[src/rtl/mem_access_unit_pkg.sv]
// Shared definitions for the MEM-stage data-memory initiator: access type
// codes, exception codes, FSM states and the access-type decoder.
package mem_access_unit_pkg;

    localparam logic [3:0] TYPE_WORD  = 4'b0000;
    localparam logic [3:0] TYPE_HALF  = 4'b0010;
    localparam logic [3:0] TYPE_HALFU = 4'b0011;
    localparam logic [3:0] TYPE_BYTE  = 4'b0100;
    localparam logic [3:0] TYPE_BYTEU = 4'b0101;
    localparam logic [3:0] TYPE_WL    = 4'b0110;
    localparam logic [3:0] TYPE_WR    = 4'b0111;

    localparam logic [4:0] EXC_NONE = 5'd0;
    localparam logic [4:0] EXC_ADEL = 5'd4;
    localparam logic [4:0] EXC_ADES = 5'd5;
    localparam logic [4:0] EXC_DBE  = 5'd7;

    typedef enum logic [1:0] {
        ST_IDLE,
        ST_BUSY,
        ST_DONE
    } mau_state_e;

    typedef enum logic [2:0] {
        ACC_WORD,
        ACC_HALF,
        ACC_HALFU,
        ACC_BYTE,
        ACC_BYTEU,
        ACC_WL,
        ACC_WR
    } acc_kind_e;

    // Unlisted codes fall back to a plain word access.
    function automatic acc_kind_e decode_type(input logic [3:0] op_type);
        acc_kind_e kind;
        case (op_type)
            TYPE_WORD:  kind = ACC_WORD;
            TYPE_HALF:  kind = ACC_HALF;
            TYPE_HALFU: kind = ACC_HALFU;
            TYPE_BYTE:  kind = ACC_BYTE;
            TYPE_BYTEU: kind = ACC_BYTEU;
            TYPE_WL:    kind = ACC_WL;
            TYPE_WR:    kind = ACC_WR;
            default:    kind = ACC_WORD;
        endcase
        return kind;
    endfunction

endpackage

[src/rtl/mau_lane_align.sv]
// Combinational lane logic: misalignment detection, store byte enables and
// lane-shifted store data, and load extraction / extension / rt merge.
module mau_lane_align
    import mem_access_unit_pkg::*;
(
    input  logic        we,
    input  logic [3:0]  op_type,
    input  logic [1:0]  addr_lo,
    input  logic [31:0] wdata,
    input  logic [31:0] rt_old,
    input  logic [31:0] rdata,
    output logic [3:0]  be,
    output logic [31:0] wdata_lane,
    output logic        misaligned,
    output logic [31:0] ld_data
);

    acc_kind_e   kind;
    logic [7:0]  byte_sel;
    logic [15:0] half_sel;

    assign kind = decode_type(op_type);

    always_comb begin
        be         = 4'b1111;
        wdata_lane = wdata;
        misaligned = 1'b0;
        ld_data    = rdata;
        byte_sel   = rdata[{addr_lo, 3'b000} +: 8];
        half_sel   = addr_lo[1] ? rdata[31:16] : rdata[15:0];

        case (kind)
            ACC_HALF, ACC_HALFU: begin
                misaligned = addr_lo[0];
                if (we) begin
                    be         = addr_lo[1] ? 4'b1100 : 4'b0011;
                    wdata_lane = {2{wdata[15:0]}};
                end
                ld_data = (kind == ACC_HALF) ? {{16{half_sel[15]}}, half_sel}
                                             : {16'h0000, half_sel};
            end
            ACC_BYTE, ACC_BYTEU: begin
                if (we) begin
                    be         = 4'b0001 << addr_lo;
                    wdata_lane = {4{wdata[7:0]}};
                end
                ld_data = (kind == ACC_BYTE) ? {{24{byte_sel[7]}}, byte_sel}
                                             : {24'h000000, byte_sel};
            end
            // Word-left fills the high-order bytes of rt, word-right the low ones.
            ACC_WL: begin
                if (we) begin
                    be         = 4'b1111 >> (~addr_lo);
                    wdata_lane = wdata >> {~addr_lo, 3'b000};
                end
                case (addr_lo)
                    2'd0:    ld_data = {rdata[7:0],  rt_old[23:0]};
                    2'd1:    ld_data = {rdata[15:0], rt_old[15:0]};
                    2'd2:    ld_data = {rdata[23:0], rt_old[7:0]};
                    default: ld_data = rdata;
                endcase
            end
            ACC_WR: begin
                if (we) begin
                    be         = 4'b1111 << addr_lo;
                    wdata_lane = wdata << {addr_lo, 3'b000};
                end
                case (addr_lo)
                    2'd0:    ld_data = rdata;
                    2'd1:    ld_data = {rt_old[31:24], rdata[31:8]};
                    2'd2:    ld_data = {rt_old[31:16], rdata[31:16]};
                    default: ld_data = {rt_old[31:8],  rdata[31:24]};
                endcase
            end
            default: begin
                misaligned = |addr_lo;
            end
        endcase
    end

endmodule

[src/rtl/mem_access_unit.sv]
// MEM-stage initiator for a word-organised data memory with req/ack handshake.
// Holds the pipeline while an access is outstanding and reports AdEL/AdES/DBE.
module mem_access_unit
    import mem_access_unit_pkg::*;
#(
    parameter int TIMEOUT = 255
) (
    input  logic        clk,
    input  logic        reset,
    input  logic        op_valid,
    input  logic        op_we,
    input  logic [3:0]  op_type,
    input  logic [31:0] op_addr,
    input  logic [31:0] op_wdata,
    input  logic [31:0] op_rt_old,
    input  logic [31:0] op_pc,
    output logic        stall,
    output logic        done,
    output logic        ld_valid,
    output logic [31:0] ld_data,
    output logic        exc_occur,
    output logic [4:0]  exc_code,
    output logic [31:0] exc_pc,
    output logic        mem_req,
    output logic        mem_we,
    output logic [31:0] mem_addr,
    output logic [3:0]  mem_be,
    output logic [31:0] mem_wdata,
    input  logic        mem_ack,
    input  logic [31:0] mem_rdata
);

    mau_state_e  state_reg, state_next;
    logic [31:0] timer_reg;
    logic        op_we_reg;
    logic [3:0]  op_type_reg;
    logic [1:0]  addr_lo_reg;
    logic [31:0] rt_old_reg;

    logic        done_reg, ld_valid_reg, exc_occur_reg, mem_req_reg, mem_we_reg;
    logic [31:0] ld_data_reg, exc_pc_reg, mem_addr_reg, mem_wdata_reg;
    logic [4:0]  exc_code_reg;
    logic [3:0]  mem_be_reg;

    logic        sel_live;
    logic        lane_we;
    logic [3:0]  lane_type;
    logic [1:0]  lane_addr_lo;
    logic [3:0]  lane_be;
    logic [31:0] lane_wdata;
    logic        lane_misaligned;
    logic [31:0] lane_ld_data;
    logic        timeout_hit;

    // In IDLE the lane logic sees the incoming op; afterwards the captured copy.
    assign sel_live     = (state_reg == ST_IDLE);
    assign lane_we      = sel_live ? op_we          : op_we_reg;
    assign lane_type    = sel_live ? op_type        : op_type_reg;
    assign lane_addr_lo = sel_live ? op_addr[1:0]   : addr_lo_reg;

    mau_lane_align u_lane_align (
        .we         (lane_we),
        .op_type    (lane_type),
        .addr_lo    (lane_addr_lo),
        .wdata      (op_wdata),
        .rt_old     (rt_old_reg),
        .rdata      (mem_rdata),
        .be         (lane_be),
        .wdata_lane (lane_wdata),
        .misaligned (lane_misaligned),
        .ld_data    (lane_ld_data)
    );

    assign timeout_hit = (TIMEOUT != 0) && (timer_reg == 32'(TIMEOUT - 1));

    always_comb begin
        state_next = state_reg;
        case (state_reg)
            ST_IDLE: if (op_valid) state_next = lane_misaligned ? ST_DONE : ST_BUSY;
            ST_BUSY: if (mem_ack || timeout_hit) state_next = ST_DONE;
            ST_DONE: state_next = ST_IDLE;
            default: state_next = ST_IDLE;
        endcase
    end

    always_ff @(posedge clk) begin
        if (reset) begin
            state_reg     <= ST_IDLE;
            timer_reg     <= '0;
            op_we_reg     <= 1'b0;
            op_type_reg   <= '0;
            addr_lo_reg   <= '0;
            rt_old_reg    <= '0;
            done_reg      <= 1'b0;
            ld_valid_reg  <= 1'b0;
            ld_data_reg   <= '0;
            exc_occur_reg <= 1'b0;
            exc_code_reg  <= EXC_NONE;
            exc_pc_reg    <= '0;
            mem_req_reg   <= 1'b0;
            mem_we_reg    <= 1'b0;
            mem_addr_reg  <= '0;
            mem_be_reg    <= '0;
            mem_wdata_reg <= '0;
        end else begin
            state_reg    <= state_next;
            done_reg     <= 1'b0;
            ld_valid_reg <= 1'b0;
            case (state_reg)
                ST_IDLE: begin
                    if (op_valid) begin
                        op_we_reg   <= op_we;
                        op_type_reg <= op_type;
                        addr_lo_reg <= op_addr[1:0];
                        rt_old_reg  <= op_rt_old;
                        exc_pc_reg  <= op_pc;
                        timer_reg   <= '0;
                        if (lane_misaligned) begin
                            done_reg      <= 1'b1;
                            exc_occur_reg <= 1'b1;
                            exc_code_reg  <= op_we ? EXC_ADES : EXC_ADEL;
                        end else begin
                            exc_occur_reg <= 1'b0;
                            exc_code_reg  <= EXC_NONE;
                            mem_req_reg   <= 1'b1;
                            mem_we_reg    <= op_we;
                            mem_addr_reg  <= {op_addr[31:2], 2'b00};
                            mem_be_reg    <= lane_be;
                            mem_wdata_reg <= lane_wdata;
                        end
                    end
                end
                ST_BUSY: begin
                    // An ack arriving with the final timer tick still completes normally.
                    if (mem_ack) begin
                        mem_req_reg  <= 1'b0;
                        done_reg     <= 1'b1;
                        ld_valid_reg <= ~op_we_reg;
                        if (!op_we_reg) ld_data_reg <= lane_ld_data;
                    end else if (timeout_hit) begin
                        mem_req_reg   <= 1'b0;
                        done_reg      <= 1'b1;
                        exc_occur_reg <= 1'b1;
                        exc_code_reg  <= EXC_DBE;
                    end else begin
                        timer_reg <= timer_reg + 32'd1;
                    end
                end
                default: ;
            endcase
        end
    end

    assign stall     = op_valid & (state_reg != ST_DONE);
    assign done      = done_reg;
    assign ld_valid  = ld_valid_reg;
    assign ld_data   = ld_data_reg;
    assign exc_occur = exc_occur_reg;
    assign exc_code  = exc_code_reg;
    assign exc_pc    = exc_pc_reg;
    assign mem_req   = mem_req_reg;
    assign mem_we    = mem_we_reg;
    assign mem_addr  = mem_addr_reg;
    assign mem_be    = mem_be_reg;
    assign mem_wdata = mem_wdata_reg;

endmodule

[config.mk]
export PLATFORM = sky130hd
export DESIGN_NAME = mem_access_unit
export DESIGN_NICKNAME = d
export VERILOG_FILES = /design/src/rtl/mem_access_unit_pkg.sv /design/src/rtl/mau_lane_align.sv /design/src/rtl/mem_access_unit.sv
export SDC_FILE = /design/constraint.sdc
export NUM_CORES = 1
export LEC_CHECK = 0
export BUFFER_PORTS_ARGS = -buffer_cell sky130_fd_sc_hd__buf_2
export CAP_MARGIN = 5
export CORE_ASPECT_RATIO = 1.25
export CORE_UTILIZATION = 40
export CTS_CLUSTER_SIZE = 20
export DETAILED_ROUTE_END_ITERATION = 10
export PLACE_DENSITY = 0.64
export REMOVE_ABC_BUFFERS = 1
export SETUP_SLACK_MARGIN = 0.05
export SLEW_MARGIN = 20
export SYNTH_ARGS = -nofsm -noshare
export SYNTH_HDL_FRONTEND = slang
export SYNTH_SLANG_ARGS = --single-unit
[constraint.sdc]
create_clock -name clk -period 3.7 [get_ports clk]
set_input_delay 0 -clock clk [delete_from_list [all_inputs] [get_ports clk]]
set_output_delay 0 -clock clk [all_outputs]
set_load 0.005 [all_outputs]
======== Word-level counts from Yosys, hierarchy flattened ========
Index checks and enable logic that the tools add are counted.
operators by class
  equal/unequal tests ..................... 24
  $add $sub $neg .......................... 1
  reduce and logical (&&, ||, !) cells .... 16
  divide/modulo/power cells ............... 0
  bitwise logic cells ..................... 6
  $mul .................................... 0
  shift-type cells ........................ 6
  multiplexer cells ....................... 50
  order comparisons ....................... 0
operator list
  operator                 count
  $mux W32                 9
  $pmux W32 S4             2
  $pmux W32 S3             2
  $pmux W32 S2             1
  $add A32 B1 Y32 const B  1
  $eq A32 B8 Y1 const B    1
  $shiftx A32 B6 Y8        1
  $shl A32 B5 Y32          1
  $shr A32 B5 Y32          1
  $mux W4                  6
  $pmux W3 S6              1
  $eq A4 B3 Y1 const B     4
  $mux W16                 1
  $pmux W4 S4              1
  $mux W5                  3
  $ne A2 B2 Y1 const B     7
  $mux W1                  13
  $reduce_and A4 Y1        3
  $pmux W5 S2              1
  $eq A3 B3 Y1 const B     3
  $eq A4 B2 Y1 const B     2
  $mux W2                  4
  $pmux W1 S2              4
  $eq A3 B2 Y1 const B     2
  20 further kinds         29
word-level totals
  register bits after elaboration ......... 213
  output and inout port bits .............. 143
  input port bits ......................... 169
  logic and storage cells ................. 120
  ROM bits ................................ 0
  bits in writable memories ............... 0
  latch bits .............................. 0
  memories ................................ 0

======== Depth between registers and ports, before layout ========
  depth in word-level cells ............... 10
  gate-level depth with buffers ........... 11
  depth with buffers taken out ............ 8

======== Cells and area by module ========
From an unflattened synthesis, not the netlist that was laid out.
second synthesis, totals
  cells, all modules ...................... 1616
  area total of the unflattened synthesis .. 11933.9 µm²
by module, submodules not included
  module           cells each  area each (µm²)  times used  seq. area each (µm²)
  mem_access_unit  1015        8072.7           1           4204.0
  mau_lane_align   601         3861.2           1           0.0

======== Least setup slack after synthesis ========
No wires, ideal clock.
  kind .................................... reg2reg
  start ................................... register state_reg[1]
  end ..................................... register mem_wdata_reg[23] (netlist: mem_wdata[23])
  period minus slack after synthesis ...... 2.323 ns
  cell stages (with the launch flop) ...... 9
  required time ........................... 3.576 ns
  setup slack ............................. 1.377 ns
  setup time .............................. 0.124 ns
  path buffers ............................ 2
  arrival ................................. 2.198 ns
  cells stage by stage .................... dfxtp_1 buf_6 nor2_4 buf_6 mux2i_1 mux2_2 a221o_1 a221oi_1 a21oi_1
between the ends
  word-level cells in the longest chain between the ends .. 9
  elaborated cells on any way between the ends .. 32
  those cells by class .................... 12 x eq/ne; 2 x shift; 10 x mux; 2 x bitwise; 6 x reduce/logical
ends and longest elaborated chain
  item                                                                          RTL line                                       text
  start, declared                                                               mem_access_unit.sv:33                          mau_state_e state_reg, state_next;
  start signal, assigned                                                        mem_access_unit.sv:106                         state_reg <= state_next;
  $logic_not A2 Y1 *                                                            mem_access_unit.sv:56, mem_access_unit.sv:109
  $mux W4                                                                       mem_access_unit.sv:58                          assign lane_type = sel_live ? op_type : op_type_reg;
  $eq A4 B3 Y1 / $eq A4 B2 Y1 (equally long branches)                           mem_access_unit_pkg.sv:37                      case (op_type)
  $pmux W3 S6                                                                   mem_access_unit_pkg.sv:37
  $eq A3 B3 Y1 (tied with other cells)                                          mau_lane_align.sv:32                           case (kind)
  $reduce_or A4 Y1 (no source line) / $reduce_or A2 Y1 (equally long branches)  -
  $pmux W1 S2                                                                   mau_lane_align.sv:32
  $not A1 Y1 (no source line)                                                   -
  $reduce_and A3 Y1 (no source line)                                            -
  end signal, assigned                                                          mem_access_unit.sv:129                         mem_wdata_reg <= lane_wdata;
  end, declared                                                                 mem_access_unit.sv:41                          logic [31:0] ld_data_reg, exc_pc_reg, mem_addr_reg, mem_wdata_reg;
Mark *: on every way between the ends. The rest lies on a longest branch, timed or not.
A chain may end at the register's enable or synchronous reset.

======== Worst setup path after layout ========
  start ................................... register state_reg[1]
  end ..................................... register mem_wdata_reg[11] (netlist: mem_wdata[11])
The elaborated chain is that of the path after synthesis.

==> out/metrics.yaml <==
hold_path:
  min_path_type: "primary input to flip-flop"
  hold-path-cell-count: 2
synthesis:
  syn_area_sq_um: 11760
  synth_top_area_cell: "dfxtp_1"
  yosysWarningCount: 0
  synth_area_leaders: "dfxtp_1, nand2_1, a21oi_1"
  synth.distinct_cells: 82
  ys_seq_area_share_pct: 35.76
  syn_inst: 1520
  synthFlopType: "dfxtp_1"
  yosysTopAreaCellShare_pct: 35.76
  synth-seq-cells: 210
  async_flop_share_pct: 0
  synth-edff-count: 0
  synth_area_per_cell_sq_um: 7.735
cells_and_area:
  nNetsFinal: 2126
  final_core_util_pct: 56.23
  area_growth_syn_to_layout_pct: 37.09
  drive_above_1_share_pct: 22.66
  layout_commonest_cell: "nand2_1"
  final_cell_mix: "nand2_1, buf_2, dfxtp_1"
  final_area_sq_um: 16120
sta:
  max_freq_mhz: 285.1
  drv_slew: 0
  tightestPinTransition_ns: 0.9756
  maxSlewHeadroom_pct: 34.81
  clock-skew-final_ns: 0.01305
  hold_ws_ns: 0.05152
  grt_setup_unrepaired: "false"
  period_needed_ns: 3.507
  fin_crit_sh_pct: 94.79
  setup_viol: 0
  fin_ws_ns: 0.1928
  hold_viol: 0
power:
  peakVddDrop_mv: 0.3542
  power_mw: 7.025
  p_leak_nw: 6.692
  power.density_nw_per_um2: 435.8
detailed_routing:
  drtAntennaViolNets: 0
  routed_via_density: 5.842
  wire_per_inst_microns: 19.98
  drt-initial-drc-count: 1105
  wl_microns: 47130
  vias: 13780
  drtPass1Iterations: 7
  drc: 0
floorplanning:
  fp.coreArea_sq_um: 28660
  fp.dieH_microns: 193.7
  io_pins: 312
  start_util_pct: 41.02
  die_w_microns: 155.3
  fp-row-count: 69
  dieArea_sq_um: 30090
clocking:
  cts.sinks: 210
  cts_buffer_depth: 3
  h-tree-depth: 1
  postCtsSetupBuffers: 0
  path_clk_slew_ns: 0.06
  cts_tree: "done"
  clkLatencyLatePin_ns: 0.53
  cts-root-buf: "clkbuf_16"
  cts_made_buffers: 24
grt:
  grt_usage_pct: 30.09
  grt.overflow.total: 0
  antenna_found_initial: 1
  grt_pass1_vias: 13350
  grt_max_degree: 68
  grt_pass1_wl_microns: 72820
outcome:
  status: "finished, final reports clean"
placed_design:
  placed_cell_area_sq_um: 13470
  hpwlAfterDp_microns: 30820
  pre_cts_ws_ns: 0.6359
  io_buffers: 307
  globalplace.congestion: 0.9417
critical_path:
  endpoint_kind: "flip-flop"
  path_class: "flip-flop to flip-flop"
  crit_required_ns: 4.17
  reg2reg_depth: 9
  cp_max_fo: 28
  critPathLaunchType: "flip-flop"
  critPathArrivalTime_ns: 3.98
flow_run:
  cap_violations: 0
layer usage:
| metal | track usage [%] | vias up | share of wire, % |
|---|---|---|---|
| met3 | 5.186 | 176 | 7.8 |
| li1 | - | 6403 | - |
| met1 | 35.24 | 6492 | 39 |
| met2 | 51.34 | 711 | 48 |
| met4 | 17.32 | 0 | 5.6 |
| met5 | 0 | - | 0 |
final cells by class:
type                            count  area, sq um
Antenna cell                        1        2.502
Clock buffer                       32        671.9
Clock inverter                      7        85.08
Fill cell                        2638        12540
Inverter                           17        63.81
Multi-Input combinational cell   1167         6884
Sequential cell                   210         4204
Tap cell                          390        488.0
Timing Repair Buffer              535         3719
stage by stage:
step | setup TNS [ns] | cells
2_1_floorplan | -53.88 | 1394
3_3_place_gp | 0 | 2132
3_5_place_dp | 0 | 2132
4_1_cts | 0 | 2358
5_1_grt | 0 | 2359
6_report | 0 | 2359
report_power, final:
part	internal (mW)	switching, mW	total, mW
clock	1.40	0.965	2.36
combinational	0.810	1.29	2.10
sequential	2.44	0.122	2.56
total	4.65	2.38	7.02
final timing paths:
| path | startpoint | to | slack (ns) |
|---|---|---|---|
| setup / recovery | state_reg[1] | mem_wdata[11] | 0.19 |
| hold / removal | reset | timer_reg[0] | 0.05 |
| setup reg to reg | state_reg[1] | mem_wdata[11] | 0.19 |
| hold reg to reg | exc_pc[25] | exc_pc[25] | 0.45 |
cells by family (layout without fill, tap and decap cells):
kind of cell,count (synthesis),after routing,share of synthesized area (%)
XOR/XNOR,20,20,1.490
multiplexers,35,35,3.224
other,1,5,0.03189
flip-flops,210,210,35.76
adder cells (fa/ha/maj),2,2,0.2128
AND/OR/NAND/NOR,593,593,23.44
AO/OA/AOI/OAI,513,513,29.64
buffers and inverters,146,591,6.204
cells in the mapped netlist (17+ instances only):
cell type,instances
nand2_1,331
dfxtp_1,210
a21oi_1,150
nor2_1,95
o21ai_0,74
clkbuf_1,67
a221oi_1,42
buf_2,31
a211oi_1,29
nor3_1,28
a311oi_1,25
a31oi_1,25
and3_1,25
nand3_1,23
mux2i_1,20
o21ai_1,20
a22oi_1,19
inv_1,17
critical path, cell delays in order, from the launching register on:
cell and delay, ns:
dfxtp_1 0.33, buf_4 0.20, or4b_4 0.56, o21a_1 0.33
o21a_4 0.30, nor2_4 0.60, buf_4 0.32, a31oi_1 0.12
o211ai_1 0.10, dlygate4sd3_1 0.57
timing repair:
item / CTS / global route
resized for setup: 0 / 3
endpoints found under the setup margin: 0 / 20
hold buffers: 187 / 0
endpoints found under the hold margin: 169 / 0
No activity file was read; power rests on OpenSTA's default activity.
